### src/rtl/mem_stage.sv
// mem_stage: MIPS-style MEM stage with address checking, bus FSM, load extension and ack watchdog.
module mem_stage #(
   parameter int TIMEOUT = 16
) (
   input  logic        clk,
   input  logic        reset,
   input  logic        Valid_MEM,
   input  logic [3:0]  MemOp_MEM,
   input  logic [31:0] Addr_MEM,
   input  logic [31:0] WData_MEM,
   input  logic [4:0]  ExcCode_in,
   input  logic        Flush,
   output logic        bus_req,
   output logic        bus_we,
   output logic [31:0] bus_addr,
   output logic [3:0]  bus_be,
   output logic [31:0] bus_wdata,
   input  logic        bus_ack,
   input  logic [31:0] bus_rdata,
   output logic        Stall_MEM,
   output logic        Done_MEM,
   output logic [31:0] RData_MEM,
   output logic [4:0]  ExcCode_out,
   output logic [31:0] BadVAddr_MEM
);
   localparam int W = $clog2(TIMEOUT + 1);
   typedef enum logic [1:0] {IDLE, BUSY, DONE} state_t;
   state_t state, state_n;
   logic [W-1:0] wd;
   logic [31:0] addr_q, ld, ram_rdata;
   logic [3:0] op_q, be_n;
   logic [31:0] wdata_n;
   logic [15:0] half;
   logic [7:0] byte_v;
   logic killed, dbe, is_mem, is_store, is_word, is_half, io, legal, fault, accept, tmo;
   logic [4:0] idle_exc;
   logic idle_bad;
   assign is_mem   = MemOp_MEM inside {[4'd1:4'd8]};
   assign is_store = MemOp_MEM inside {[4'd6:4'd8]};
   assign is_word  = MemOp_MEM == 4'd1 || MemOp_MEM == 4'd6;
   assign is_half  = MemOp_MEM inside {4'd2, 4'd3, 4'd7};
   assign io       = (Addr_MEM >= 32'h7F00 && Addr_MEM <= 32'h7F0B) || (Addr_MEM >= 32'h7F10 && Addr_MEM <= 32'h7F1B);
   assign legal    = Addr_MEM < 32'h3000 || io;
   // Device registers are word-only; the two count registers are read-only.
   assign fault = (is_word && Addr_MEM[1:0] != 2'b00) || (is_half && Addr_MEM[0]) || !legal ||
                  (io && !is_word) || (is_store && (Addr_MEM == 32'h7F08 || Addr_MEM == 32'h7F18));
   assign accept = state == IDLE && Valid_MEM && is_mem && ExcCode_in == 5'd0 && !Flush && !fault;
   assign tmo = state == BUSY && !bus_ack && wd == W'(TIMEOUT - 1);
   assign be_n = is_word ? 4'hF : is_half ? (Addr_MEM[1] ? 4'hC : 4'h3) : 4'b0001 << Addr_MEM[1:0];
   assign wdata_n = is_word ? WData_MEM : is_half ? {2{WData_MEM[15:0]}} : {4{WData_MEM[7:0]}};
   assign ram_rdata = bus_rdata;
   assign half = addr_q[1] ? ram_rdata[31:16] : ram_rdata[15:0];
   assign byte_v = ram_rdata[{addr_q[1:0], 3'b000} +: 8];
   assign ld = op_q == 4'd1 ? ram_rdata :
               op_q == 4'd2 ? {{16{half[15]}}, half} :
               op_q == 4'd3 ? {16'h0, half} :
               op_q == 4'd4 ? {{24{byte_v[7]}}, byte_v} : {24'h0, byte_v};
   assign bus_addr = {addr_q[31:2], 2'b00};
   assign idle_exc = ExcCode_in != 5'd0 ? ExcCode_in : (Valid_MEM && is_mem && fault) ? (is_store ? 5'd5 : 5'd4) : 5'd0;
   assign idle_bad = Valid_MEM && ExcCode_in == 5'd0 && is_mem && fault;
   always_ff @(posedge clk or negedge reset)
      if (!reset) state <= IDLE;
      else state <= state_n;
   always_comb begin
      state_n = state == IDLE ? (accept ? BUSY : IDLE) : state == BUSY ? ((bus_ack || tmo) ? DONE : BUSY) : IDLE;
   end
   // Outputs are gated by reset so they clear immediately, not at the next edge.
   always_comb begin
      bus_req      = reset && state == BUSY;
      Stall_MEM    = reset && (state == BUSY || accept);
      Done_MEM     = reset && (state == IDLE ? Valid_MEM && !Flush && !accept : state == DONE && !Flush && !killed);
      ExcCode_out  = !reset ? 5'd0 : state == IDLE ? idle_exc : (state == DONE && dbe) ? 5'd7 : 5'd0;
      BadVAddr_MEM = !reset ? 32'h0 : (state == IDLE && idle_bad) ? Addr_MEM : (state == DONE && dbe) ? addr_q : 32'h0;
   end
   always_ff @(posedge clk or negedge reset)
      if (!reset) begin
         addr_q    <= '0;
         op_q      <= '0;
         bus_we    <= 1'b0;
         bus_be    <= '0;
         bus_wdata <= '0;
         wd        <= '0;
         killed    <= 1'b0;
         dbe       <= 1'b0;
         RData_MEM <= '0;
      end else begin
         if (accept) begin
            addr_q    <= Addr_MEM;
            op_q      <= MemOp_MEM;
            bus_we    <= is_store;
            bus_be    <= be_n;
            bus_wdata <= wdata_n;
            wd        <= '0;
            killed    <= 1'b0;
            dbe       <= 1'b0;
         end
         if (state == BUSY) begin
            if (Flush) killed <= 1'b1;
            if (bus_ack) RData_MEM <= ld;
            else begin
               wd <= wd + 1'b1;
               if (tmo) dbe <= 1'b1;
            end
         end
      end
endmodule

### config.mk
export PLATFORM = sky130hd
export DESIGN_NAME = mem_stage
export DESIGN_NICKNAME = d
export VERILOG_FILES = /design/src/rtl/mem_stage.sv
export SDC_FILE = /design/constraint.sdc
export NUM_CORES = 1
export LEC_CHECK = 0
export ABC_AREA = 1
export CAP_MARGIN = 20
export CORE_AREA = 3 3 109 137
export DETAILED_ROUTE_END_ITERATION = 12
export DIE_AREA = 0 0 112 140
export GPL_TIMING_DRIVEN = 0
export MAX_ROUTING_LAYER = met4
export PLACE_DENSITY = 0.83
export SYNTH_ARGS = -nofsm -noshare
export SYNTH_HDL_FRONTEND = slang
export SYNTH_SLANG_ARGS = --single-unit
export TNS_END_PERCENT = 100
### constraint.sdc
create_clock -name clk -period 2.8 [get_ports clk]
set_clock_uncertainty 0.15 [all_clocks]
set_input_delay 0.56 -clock clk [delete_from_list [all_inputs] [get_ports clk]]
set_output_delay 0.56 -clock clk [all_outputs]
set_load 0.01 [all_outputs]
==> impl_metrics.tcl, run 1 <==
set metrics [dict create \
    antenna_found_initial 2 \
    cts_buffers 17 \
    ir_drop_uv 267.3 \
    r2r_start "state[0]" \
    vias_per_cell 5.690 \
    dr.pass1.iters 6 \
    setup_violations 36 \
    criticalPathCategory "in2out" \
    cts_tree "done" \
    clkTransAtPathRegs_ns 0.06 \
    coreArea_um2 13750 \
    yosysTopAreaCell "dfrtp_1" \
    wl_mm 28.14 \
    grt_max_degree 32 \
    powerDensity_nw_per_um2 403.5 \
    worstPathRequired_ns 2.09 \
    grt_pass1_wl_mm 41.27 \
    die_w_um 112 \
    nNetsFinal 1317 \
    postRouteAntennaNets 0 \
    place_area_um2 9299 \
    dp_hpwl_mm 17.44 \
    fin_ws_ns -0.3072 \
    drive_gt1_share_pct 28.49 \
    yosysMostFrequentCell "nand2_1" \
    min_period_over_period_pct 111.0 \
    slew-limit-headroom_pct 55.18 \
    outcome "complete, but fails checks" \
    period_minus_slack_ns 3.107 \
    synthFlopType "dfrtp_1" \
    h-tree-depth 4 \
    rsz0062_at_grt "true" \
    drc 0 \
    switching_share_pct 25.88 \
    synth_seq_cells 114 \
    synth_top_cell_area_share_pct 43.45 \
    synthTopCellsByArea "dfrtp_1 (43%), nand2_1 (12%), inv_1 (5.9%)" \
    netlist_area_um2 6565 \
    portBuffers 248 \
    track_usage_pct 34.49 \
    p_leak_nw 5.121 \
    finalHoldViolCount 0 \
    drv_cap 0 \
    num_rows 48 \
    initial_core_util_pct 47.73 \
    tns_ns -6.635 \
    arrival_ns 2.40 \
    ys_async_sr_fraction_pct 100.0 \
    clock_sinks 114 \
    dieArea_um2 15680 \
    violations "setup timing" \
    wl_per_cell_um 20.17 \
    syn_area_per_cell_um2 7.503 \
    syn_to_final_growth_pct 63.50 \
    ys_types 34 \
    worstHoldPathType "in2async" \
    root_buffer "clkbuf_16" \
    start_kind "input port" \
    gp_congestion 0.9297 \
    cell_internal_pwr_mw 3.210 \
    pwr-share-comb_pct 13.6 \
    syn_inst 875 \
    clk_latency_ns 0.42 \
    timing.fmax_ghz 0.3218 \
    grt_pass1_vias 7801 \
    sequentialPowerShare_pct 39.1 \
    cp-end-kind "output port" \
    gr-total-overflow 0 \
    clockPowerShare_pct 47.3 \
    n_fill_cell 930 \
    slew_violations 0 \
    clock_path_buffers 2 \
    ys.warnings.count 0 \
    io_pins 251 \
    worstMarginPinSlew_ns 0.6724 \
    place_ws_ns -1.015 \
    fp.dieH_um 140 \
    crit_start "Addr_MEM[2]" \
    synthTopCellsByCount "nand2_1 (214), dfrtp_1 (114), inv_1 (104), o21ai_0 (76), nor2_1 (46)" \
    synth_edf_count 0 \
    drt_iter0_drc 894 \
    p_total_mw 4.332 \
    p_sw_mw 1.121 \
    crit_path_max_fanout 3 \
    routed-via-count 7938 \
    final_area_um2 10730 \
    yosysSeqAreaShare_pct 43.45 \
]
==> state kept, by name (all words and copies together) (netlist names) <==
register   count
bus_we         1
killed         1
addr_q        32
RData_MEM     32
wd             5
op_q           4
bus_be         4
state          2
bus_wdata     32
dbe            1
==> critical path: stages <==
cell	delay, ns
dlygate4sd2_1	0.27
nand2_1	0.10
inv_1	0.04
nand2_1	0.08
nand2_1	0.10
nand2_2	0.13
buf_12	0.12
nand3_4	0.10
buf_6	0.14
nand3_4	0.07
buf_4	0.11
nand3_2	0.08
nand2_1	0.10
inv_1	0.07
nor2_1	0.13
buf_2	0.19
==> layer usage <==
metal  share of wire, %  routed length [um]  vias to the layer above  GRT usage (%)
met1                 35                9926                     3669          38.99
met5                  0                   0                        -              -
li1                   -                   -                     3491              -
met3                 10                2846                      180          8.341
met2                 48               13460                      598          56.44
met4                6.8                1911                        0          18.54
==> worst paths after layout <==
path                            slack, ns  cells past startpoint                to
worst max register to register       0.66                      9     RData_MEM[21]
max in group asynchronous            2.24                      2         addr_q[9]
worst min-delay path                 0.04                      2      RData_MEM[2]
worst max-delay path                -0.31                     16  BadVAddr_MEM[15]
worst min register to register       0.33                      2     bus_wdata[19]
min in group clk                     0.25                      3         addr_q[7]
==> placed cells by master (no fill, tap or decap), types with 13 or more instances in the layout <==
cell / synthesis / layout
nor2_1: 46 / 24
clkbuf_1: 25 / 20
buf_2: 14 / 65
clkbuf_16: 0 / 17
a21oi_1: 42 / 26
nor2_4: 1 / 15
o21ai_1: 34 / 33
buf_6: 4 / 35
dfrtp_1: 114 / 114
nand4_1: 37 / 37
inv_1: 104 / 94
o22ai_1: 25 / 25
buf_4: 37 / 70
nand2_1: 214 / 199
o21ai_0: 76 / 76
clkdlybuf4s50_1: 0 / 166
a21oi_2: 1 / 16
a21boi_0: 16 / 16
inv_2: 20 / 29
nand2_2: 2 / 13
==> cell type report <==
cell class	instances	area, um^2	share of cell area [%]
multi-input combinational	557	3085	28.74
antenna	2	5.005	0.04663
clock buffer	19	442.9	4.126
clock inverter	13	113.9	1.061
buffer	80	560.5	5.222
sequential	114	2853	26.58
tap	175	219.0	2.040
inverter	124	467.9	4.360
timing repair buffer	311	2987	27.82
==> repair_timing <==
item,4_1_cts,5_1_grt
endpoints found under the setup margin,40,38
endpoints found under the hold margin,55,0
hold buffers,4,0
buffers inserted,42,16
pin swaps,33,48
resized for setup,398,79
gates cloned,8,0
==> cells by family after synthesis <==
logic type | Yosys count | synth area share, %
buf+inv | 206 | 14.62
fa+ha+maj | 2 | 0.3811
other cells | 1 | 0.05712
flops | 114 | 43.45
compound gates | 219 | 19.23
simple gates | 332 | 22.11
mux | 1 | 0.1525
==> power groups by stage <==
stage	clock network (mW)	registers, mW	logic (mW)
global placement	0	1.72	0.478
detailed placement	0	1.72	0.486
finish	2.05	1.69	0.588
global route	2.14	1.70	0.625
floorplan	0	1.73	0.150
CTS	2.06	1.69	0.537
==> per-stage QoR <==
step                utilization (%)  hold slack, ns  std cells
global placement              67.40          0.3146       1299
detailed placement            67.61          0.3226       1300
global route                  78.05         0.04765       1395
CTS                           76.55         0.04728       1384
floorplan                         -          0.1144        876
finish                        78.05         0.04419       1395
No activity file was read; power rests on OpenSTA's default activity.
==> inputs of run 2 (changes only) <==
--- a/config.mk
+++ b/config.mk
@@ -5,11 +5,10 @@
 export SDC_FILE = /design/constraint.sdc
 export NUM_CORES = 1
 export LEC_CHECK = 0
-export ABC_AREA = 1
 export CAP_MARGIN = 20
-export CORE_AREA = 3 3 109 137
+export CORE_AREA = 3 3 107 135
 export DETAILED_ROUTE_END_ITERATION = 12
-export DIE_AREA = 0 0 112 140
+export DIE_AREA = 0 0 110 138
 export GPL_TIMING_DRIVEN = 0
 export MAX_ROUTING_LAYER = met4
 export PLACE_DENSITY = 0.83
==> impl_metrics.tcl, run 2 <==
set metrics [dict create \
    hold_ws_ns 0.03753 \
    h-tree-depth 4 \
    finalHoldViolCount 0 \
    routed-via-count 5879 \
    worstPathRequired_ns 2.09 \
    yosysTopAreaCell "dfrtp_1" \
    grt_max_degree 31 \
    wl_mm 22.13 \
    max_stage_delay_ns 0.40 \
    coreArea_um2 13230 \
    portBuffers 245 \
    reg2reg_slack_ns 0.27 \
    critical_path.top_delay_family "buffers and inverters" \
    critPathBufInv 6 \
    arrival_ns 2.63 \
    num_rows 47 \
    place_ws_ns -1.453 \
    powerDensity_nw_per_um2 463.4 \
    crit_path_max_fanout 10 \
    ys_async_sr_fraction_pct 100.0 \
    mostFrequentLayoutCells "clkdlybuf4s50_1 (174), dfrtp_1 (113), buf_4 (53), nand2_1 (51), nor2_1 (39)" \
    synthFlopType "dfrtp_1" \
    syn_area_per_cell_um2 10.60 \
    crit_start "Addr_MEM[7]" \
    wl_per_cell_um 20.82 \
    yosysMostFrequentCell "dfrtp_1" \
    setup_violations 46 \
    rr_worst_depth 8 \
    yosysSeqAreaShare_pct 46.10 \
    clk_latency_ns 0.40 \
    slew_violations 0 \
    slew-limit-headroom_pct 39.87 \
    p_total_mw 4.612 \
    synthTopCellsByCount "dfrtp_1 (114), nand2_1 (51), nor2_1 (43), mux2_2 (38), a21oi_1 (37)" \
    worstHoldPathType "in2async" \
    cp-endpoint "BadVAddr_MEM[7]" \
    timing.rr.end "RData_MEM[28]" \
    cp-end-kind "output port" \
    r2r_start "addr_q[0]" \
    reg_top3 "RData_MEM (32), addr_q (32), bus_wdata (32)" \
    synthTopCellsByArea "dfrtp_1 (46%), mux2_2 (6.9%), mux2_4 (5.6%)" \
    cts_tree "done" \
    place_inst 1002 \
    vias_per_cell 5.531 \
    final_area_um2 9953 \
    clkTransAtPathRegs_ns 0.05 \
    clock_path_buffers 2 \
    critPathSlowestCell "or3_4" \
    place_area_um2 8922 \
    drc 0 \
    ys.warnings.count 0 \
    grt_pass1_vias 6266 \
    track_usage_pct 30.30 \
    final_common_cell "clkdlybuf4s50_1" \
    root_buffer "clkbuf_16" \
    syn_inst 584 \
    grt_pass1_wl_mm 34.27 \
    io_pins 251 \
    drv_cap 0 \
    path_cells "buf_6, or3_4, buf_6, nor3_4, a31oi_1, a211oi_2, buf_4, nor3_4, buf_12, clkbuf_16, a22o_1, buf_2" \
    dr.pass1.iters 5 \
    clock_sinks 114 \
    synth_edf_count 0 \
    tns_ns -17.51 \
    initial_core_util_pct 46.77 \
    rsz0062_at_grt "true" \
    nNetsFinal 991 \
    worst-path-stages 12 \
    die_w_um 110 \
    p_leak_nw 4.784 \
    synth_seq_cells 114 \
    n_fill_cell 907 \
    outcome "complete, but fails checks" \
    syn_to_final_growth_pct 60.84 \
    dp_hpwl_mm 15.68 \
    violations "setup timing" \
    n_antenna_cell 0 \
    netlist_area_um2 6188 \
    criticalPathCategory "in2out" \
    dieArea_um2 15180 \
    timing.fmax_ghz 0.2990 \
    min_period_over_period_pct 119.5 \
    start_kind "input port" \
    gp_congestion 0.9502 \
    stdcell_count 1063 \
    final_util_pct 75.22 \
    antenna_found_initial 0 \
    synth_top_cell_area_share_pct 46.10 \
    worstMarginPinSlew_ns 0.9001 \
    period_minus_slack_ns 3.345 \
    fin_ws_ns -0.5449 \
    cts_buffers 17 \
    ys_types 54 \
    ir_drop_uv 349.0 \
    drive_gt1_share_pct 29.37 \
    fp.dieH_um 138 \
    postRouteAntennaNets 0 \
    drt_iter0_drc 347 \
    gr-total-overflow 0 \
]
-- run 2: cell type report --
class / count / area, um^2 / area share, %
multi-input combinational: 392 / 3040 / 30.55
tap: 171 / 214.0 / 2.150
clock buffer: 17 / 425.4 / 4.274
sequential: 114 / 2854 / 28.67
clock inverter: 15 / 210.2 / 2.112
buffer: 71 / 511.7 / 5.141
timing repair buffer: 276 / 2671 / 26.84
inverter: 7 / 26.28 / 0.2640
-- run 2: report_power, final --
group	switching, mW	internal (mW)	total, mW	leakage, nW
combinational	0.255	0.312	0.567	2.95
clock	0.818	1.50	2.32	0.304
sequential	0.0346	1.69	1.73	1.53
-- run 2: how the worst min path moves through the flow --
stage               endpoint  slack (ns)  cells after the start
2_1_floorplan   RData_MEM[0]        0.11                      0
3_3_place_gp   RData_MEM[14]        0.32                      2
3_5_place_dp    RData_MEM[7]        0.32                      2
4_1_cts        RData_MEM[13]        0.03                      3
5_1_grt           addr_q[11]        0.04                      3
6_report        RData_MEM[6]        0.04                      3
-- run 2: kinds of logic after synthesis --
| kind of cell | count (synthesis) | synth area share (%) |
|---|---|---|
| other | 1 | 0.06060 |
| multiplexers | 94 | 18.42 |
| flip-flops | 114 | 46.10 |
| AO/OA/AOI/OAI | 130 | 13.99 |
| XOR/XNOR | 2 | 0.2831 |
| buffers and inverters | 79 | 7.602 |
| adder cells (fa/ha/maj) | 2 | 0.4043 |
| AND/OR/NAND/NOR | 162 | 13.14 |
-- run 2: layer usage --
| layer | up-vias | global-route usage, % | wire length (um) |
|---|---|---|---|
| met1 | 2845 | 33.68 | 8141 |
| met5 | - | - | 0 |
| met2 | 304 | 50.51 | 11390 |
| met4 | 0 | 15.43 | 1022 |
| li1 | 2653 | - | - |
| met3 | 77 | 6.250 | 1578 |
-- run 2: tightest hold or removal path, cell delays in order --
cell	delay, ns
buf_16	0.10
buf_12	0.10
buf_12	0.18
-- run 2: repair_timing --
item / CTS / global route
endpoints found under the setup margin: 108 / 110
hold endpoints to repair: 59 / 0
buffers inserted: 24 / 1
resized for setup: 264 / 17
pin swaps: 33 / 18
cloned: 3 / 0
hold buffers: 4 / 0
==> inputs of run 3 (changes only) <==
--- a/config.mk
+++ b/config.mk
@@ -5,10 +5,11 @@
 export SDC_FILE = /design/constraint.sdc
 export NUM_CORES = 1
 export LEC_CHECK = 0
+export ABC_AREA = 1
 export CAP_MARGIN = 20
-export CORE_AREA = 3 3 107 135
+export CORE_AREA = 3 3 109 137
 export DETAILED_ROUTE_END_ITERATION = 12
-export DIE_AREA = 0 0 110 138
+export DIE_AREA = 0 0 112 140
 export GPL_TIMING_DRIVEN = 0
 export MAX_ROUTING_LAYER = met4
 export PLACE_DENSITY = 0.83
==> results of run 3 <==
Final layout, timing and power as in run 1 (identical DEF).
